## src/rtl/second_order_sigdel_multichannel.sv

```systemverilog
// Time-multiplexed second-order sigma-delta modulator.
// One shared datapath walks NUM_CHANNELS channels round-robin. Per-channel
// integrators, feedback bit and input sample sit in register arrays.
// Runtime first/second-order select, saturating integrators and sticky
// per-channel overload flags.
module second_order_sigdel_multichannel #(
    parameter int NUM_CHANNELS = 4,
    parameter int CHAN_WIDTH   = 2,
    parameter int INPUT_WIDTH  = 24,
    parameter int ACC_WIDTH    = 28
) (
    input  logic                    clock,
    input  logic                    reset,
    input  logic                    enable,
    input  logic                    mode,
    input  logic                    in_valid,
    input  logic [CHAN_WIDTH-1:0]   in_channel,
    input  logic [INPUT_WIDTH-1:0]  in_data,
    output logic                    in_ready,
    output logic                    out_valid,
    output logic [CHAN_WIDTH-1:0]   out_channel,
    output logic                    out_bit,
    output logic [NUM_CHANNELS-1:0] overload,
    input  logic                    overload_clr
);

    // Two guard bits above the integrator width so sums never wrap before clamping.
    localparam int SUM_WIDTH = ACC_WIDTH + 2;

    localparam logic signed [SUM_WIDTH-1:0] FS =
        {{(SUM_WIDTH-INPUT_WIDTH){1'b0}}, 1'b1, {(INPUT_WIDTH-1){1'b0}}};
    localparam logic signed [SUM_WIDTH-1:0] ACC_MAX = {3'b000, {(ACC_WIDTH-1){1'b1}}};
    localparam logic signed [SUM_WIDTH-1:0] ACC_MIN = {3'b111, {(ACC_WIDTH-1){1'b0}}};
    localparam logic [CHAN_WIDTH-1:0]       LAST_SLOT = CHAN_WIDTH'(NUM_CHANNELS - 1);

    logic [CHAN_WIDTH-1:0]         slot;
    logic [INPUT_WIDTH-1:0]        sample [NUM_CHANNELS];
    logic signed [ACC_WIDTH-1:0]   int1   [NUM_CHANNELS];
    logic signed [ACC_WIDTH-1:0]   int2   [NUM_CHANNELS];
    logic [NUM_CHANNELS-1:0]       last_bit;

    logic [INPUT_WIDTH-1:0]        cur_sample;
    logic signed [ACC_WIDTH-1:0]   cur_int1;
    logic signed [ACC_WIDTH-1:0]   cur_int2;
    logic signed [SUM_WIDTH-1:0]   x_ext;
    logic signed [SUM_WIDTH-1:0]   fb;
    logic signed [SUM_WIDTH-1:0]   int1_ext;
    logic signed [SUM_WIDTH-1:0]   int2_ext;
    logic signed [SUM_WIDTH-1:0]   int1_new_ext;
    logic signed [SUM_WIDTH-1:0]   sum1;
    logic signed [SUM_WIDTH-1:0]   sum2;
    logic signed [ACC_WIDTH-1:0]   int1_new;
    logic signed [ACC_WIDTH-1:0]   int2_new;
    logic                          clamp1;
    logic                          clamp2;
    logic                          bit_new;
    logic [NUM_CHANNELS-1:0]       ov_set;

    // Shared modulator datapath for the channel in the current slot.
    always_comb begin
        cur_sample = sample[slot];
        cur_int1   = int1[slot];
        cur_int2   = int2[slot];

        x_ext    = {{(SUM_WIDTH-INPUT_WIDTH){cur_sample[INPUT_WIDTH-1]}}, cur_sample};
        int1_ext = {{2{cur_int1[ACC_WIDTH-1]}}, cur_int1};
        int2_ext = {{2{cur_int2[ACC_WIDTH-1]}}, cur_int2};
        fb       = last_bit[slot] ? FS : -FS;

        sum1     = int1_ext + x_ext - fb;
        clamp1   = 1'b0;
        int1_new = sum1[ACC_WIDTH-1:0];
        if (sum1 > ACC_MAX) begin
            int1_new = ACC_MAX[ACC_WIDTH-1:0];
            clamp1   = 1'b1;
        end else if (sum1 < ACC_MIN) begin
            int1_new = ACC_MIN[ACC_WIDTH-1:0];
            clamp1   = 1'b1;
        end

        int1_new_ext = {{2{int1_new[ACC_WIDTH-1]}}, int1_new};
        sum2         = int2_ext + int1_new_ext - fb;
        clamp2       = 1'b0;
        int2_new     = '0;
        if (mode) begin
            bit_new = ~int1_new[ACC_WIDTH-1];
        end else begin
            int2_new = sum2[ACC_WIDTH-1:0];
            if (sum2 > ACC_MAX) begin
                int2_new = ACC_MAX[ACC_WIDTH-1:0];
                clamp2   = 1'b1;
            end else if (sum2 < ACC_MIN) begin
                int2_new = ACC_MIN[ACC_WIDTH-1:0];
                clamp2   = 1'b1;
            end
            bit_new = ~int2_new[ACC_WIDTH-1];
        end

        ov_set = '0;
        if (enable && (clamp1 || clamp2)) begin
            ov_set[slot] = 1'b1;
        end
    end

    // Sample capture; out-of-range channel writes are dropped.
    always_ff @(posedge clock or negedge reset) begin
        if (!reset) begin
            sample <= '{default: '0};
        end else if (in_valid && (32'(in_channel) < 32'(NUM_CHANNELS))) begin
            sample[in_channel] <= in_data;
        end
    end

    // Slot advance and per-channel state write-back.
    always_ff @(posedge clock or negedge reset) begin
        if (!reset) begin
            slot     <= '0;
            int1     <= '{default: '0};
            int2     <= '{default: '0};
            last_bit <= '0;
        end else if (enable) begin
            int1[slot]     <= int1_new;
            int2[slot]     <= int2_new;
            last_bit[slot] <= bit_new;
            slot           <= (slot == LAST_SLOT) ? '0 : slot + 1'b1;
        end
    end

    // Registered bitstream output; channel/bit hold while disabled.
    always_ff @(posedge clock or negedge reset) begin
        if (!reset) begin
            out_valid   <= 1'b0;
            out_channel <= '0;
            out_bit     <= 1'b0;
        end else begin
            out_valid <= enable;
            if (enable) begin
                out_channel <= slot;
                out_bit     <= bit_new;
            end
        end
    end

    // Sticky overload flags; a new clamp outranks a simultaneous clear.
    always_ff @(posedge clock or negedge reset) begin
        if (!reset) begin
            overload <= '0;
        end else begin
            overload <= (overload & {NUM_CHANNELS{~overload_clr}}) | ov_set;
        end
    end

    // Ready is low only while held in reset.
    always_ff @(posedge clock or negedge reset) begin
        if (!reset) begin
            in_ready <= 1'b0;
        end else begin
            in_ready <= 1'b1;
        end
    end

endmodule

```

## config.mk

```make
export PLATFORM = sky130hd
export DESIGN_NAME = second_order_sigdel_multichannel
export DESIGN_NICKNAME = d
export VERILOG_FILES = /design/src/rtl/second_order_sigdel_multichannel.sv
export SDC_FILE = /design/constraint.sdc
export NUM_CORES = 1
export LEC_CHECK = 0
export BUFFER_PORTS_ARGS = -buffer_cell sky130_fd_sc_hd__buf_4
export CORE_MARGIN = 5
export CORE_UTILIZATION = 30
export CTS_BUF_LIST = sky130_fd_sc_hd__clkbuf_8
export DETAILED_ROUTE_END_ITERATION = 6
export HOLD_SLACK_MARGIN = 0.12
export PLACE_DENSITY = 0.45
export SLEW_MARGIN = 30
export SYNTH_ARGS = -nofsm -noshare
export SYNTH_HDL_FRONTEND = slang
export SYNTH_SLANG_ARGS = --single-unit
```

## constraint.sdc

```tcl
create_clock -name clock -period 10.3 [get_ports clock]
set_input_delay 0 -clock clock [delete_from_list [all_inputs] [get_ports clock]]
set_output_delay 0 -clock clock [all_outputs]
set_load 0.02 [all_outputs]
```

==> impl_metrics.tcl <==
set metrics [dict create \
    r2r-end "overload[1]$_DFF_PN0_" \
    fin_crit_sh_pct 89.6 \
    drtAntennaViolNets 0 \
    wl_per_cell_um 18.8 \
    tightest_slew_ns 0.929 \
    hold_class "in -> reg" \
    synth_edf_count 0 \
    die_area_um2 68300 \
    ys.flop_type "dfrtp_1" \
    core_um2 62900 \
    antenna_found_initial 0 \
    cp_data_arrival_time_ns 9.83 \
    root_buffer "clkbuf_8" \
    firstDrtPassIters 5 \
    synth.yosys.warnings 0 \
    n_fill_cell 6512 \
    cts_sinks 335 \
    slew-limit-headroom_pct 38.0 \
    hpwl_mm 35.8 \
    whs_ns 0.230 \
    ys_top_cells_by_count "dfrtp_1 (335), nand2_1 (192), inv_1 (180)" \
    critPathLaunchType "flip-flop" \
    initial_core_util_pct 30.1 \
    dieHeight_um 261 \
    synth_cell_type_count 74 \
    clockBufferDepth 3 \
    clk_pin_slew_worst_paths_ns 0.06 \
    worst_hold_path.endpoint "sample[95]$_DFFE_PN0P_" \
    via_per_inst 4.96 \
    grt_start_max_net_pins 115 \
    fmax_ghz 0.108 \
    drive_gt1_share_pct 18.2 \
    finalHoldViolations 0 \
    top_level_ports 41 \
    syn2layout_area_growth_pct 16.3 \
    r2r_cells 28 \
    period_minus_slack_ns 9.23 \
    synth_area_um2 18900 \
    antenna_cells 0 \
    crit_type "reg -> reg" \
    row_count 92 \
    use_met1_pct 23.5 \
    r2r_slack_ns 1.07 \
    status "completed" \
    path_max_fanout 30 \
    grt_overflow 0 \
    grt_util_met2_pct 24.2 \
    track_usage_pct 15.9 \
    synth_area_leaders "dfrtp_1 (44%), mux4_2 (9.6%), ha_1 (7.1%)" \
    finalWirelength_mm 53.5 \
    hp-start "in_data[23]" \
    busiest_layer "met2" \
    cp_slowest_cell "dfrtp_4" \
    synth_most_common_cell "dfrtp_1" \
    drt_iter0_drc 1186 \
    cpPeakStageDelay_ns 0.92 \
    numCtsBuffers 60 \
    synth_top_cell_area_share_pct 44.3 \
    cap_violations 0 \
    die_w_um 261 \
    whs_path_depth 3 \
    vias 14100 \
    port_buffers 40 \
    r2r_start "slot[0]$_DFFE_PN0P_" \
    cts_tree "built" \
    first_global_vias 14800 \
    synth_top_area_cell "dfrtp_1" \
    syn_area_per_cell_um2 10.1 \
    slew_violations 0 \
    synth_sequential_area_ratio_pct 44.3 \
    report.final.setup_viol 0 \
    met3_usage_pct 2.46 \
    end_kind "flip-flop" \
    fin_worst_skew_ns 0.0232 \
    cts_max_level 2 \
    gp_congestion 0.855 \
    required_ns 10.90 \
    worstSkewPairLatency_ns 0.67 \
    rsz0062_at_grt "no" \
    async_flop_share_pct 100 \
    grt_first_pass_wirelength_mm 86.2 \
    synth_fp_nets 2017 \
    ys_ff_latch 335 \
    synth_cells 1869 \
    nets 2104 \
    drc 0 \
    finalSetupTns_ns 0 \
]
worst max-delay path, delay by kind of cell (launching register included):
kind	cells	cell delay [ns]
muxes	2	0.90
and+or+nand+nor	1	0.17
AOI/OAI and AO/OA	15	4.26
buffers and inverters	6	1.47
adders and majority gates	4	1.45
DFF	1	0.92
stage by stage:
stage	instance area, um2	util, %	setup slack [ns]	instances
2_1_floorplan	18900	-	2.47	1869
3_3_place_gp	20200	32.1	1.27	2676
3_5_place_dp	20200	32.1	1.14	2676
4_1_cts	22000	35.0	1.07	2845
5_1_grt	22000	35.0	0.386	2845
6_report	22000	35.0	1.07	2845
sequential cells by signal, indices dropped and copies added, names as in the netlist:
signal       flops
last_bit         4
out_valid        1
out_bit          1
int1           112
sample          96
overload         4
int2           112
slot             2
out_channel      2
in_ready         1
area by class of cell:
class                   count  area (um2)  area share [%]
multi-input cells        1245        9490            43.1
flip-flops and latches    335        8390            38.1
repair buffers            133        1210            5.48
well taps                 846        1060            4.81
clock buffers              75        1030            4.69
inverters                 181         679            3.09
clock inverters            30         168           0.761
placed cells by master, fill, tap and decap left out, types with 10 or more instances in the layout:
cell and n:
dlygate4sd3_1 63, xor2_1 21, dfrtp_1 333, xnor2_1 25
a31oi_1 11, o21ai_1 66, nand4_1 10, a21o_1 29
a21oi_1 167, mux4_2 81, o31ai_1 15, nand2_1 188
o21ai_0 93, inv_1 198, ha_1 108, mux2_2 99
buf_4 64, and3_1 10, clkbuf_8 75, nand3_1 16
nor2_1 162
cell families (layout without fill, tap and decap cells):
kind of cell    count (synthesis)  count (layout)  synth area share (%)
flops                         335             335                  44.3
xor+xnor                       46              46                  2.13
mux                           181             181                  15.6
buf+inv                       289             419                  5.84
simple gates                  448             448                  10.2
other cells                     1               1                0.0198
compound gates                453             453                  14.0
fa+ha+maj                     116             116                  7.98
what timing repair did:
item,4_1_cts,5_1_grt
gates resized for setup,0,0
endpoints found under the setup margin,0,0
buffers inserted,0,0
hold endpoints to repair,327,0
hold buffers,64,0
per-layer routing:
layer,share of wire [%],wire (um)
met1,50,26800
met2,44,23300
met3,4.0,2120
met4,2.2,1190
met5,0,0
worst max-delay path by stage:
stage,startpoint,to,slack [ns],cells after the start
3_5_place_dp,slot[0]$_DFFE_PN0P_,last_bit[0]$_DFFE_PN0P_,1.14,26
5_1_grt,slot[0]$_DFFE_PN0P_,overload[1]$_DFF_PN0_,0.39,27
6_report,slot[0]$_DFFE_PN0P_,overload[1]$_DFF_PN0_,1.07,28
2_1_floorplan,slot[0]$_DFFE_PN0P_,int2[110]$_DFFE_PN0P_,2.47,28
3_3_place_gp,slot[0]$_DFFE_PN0P_,int2[54]$_DFFE_PN0P_,1.27,27
4_1_cts,slot[0]$_DFFE_PN0P_,overload[1]$_DFF_PN0_,1.07,28
Power is not shown: default switching activity piles up to over one toggle a cycle in this logic, so the estimate is an artifact.
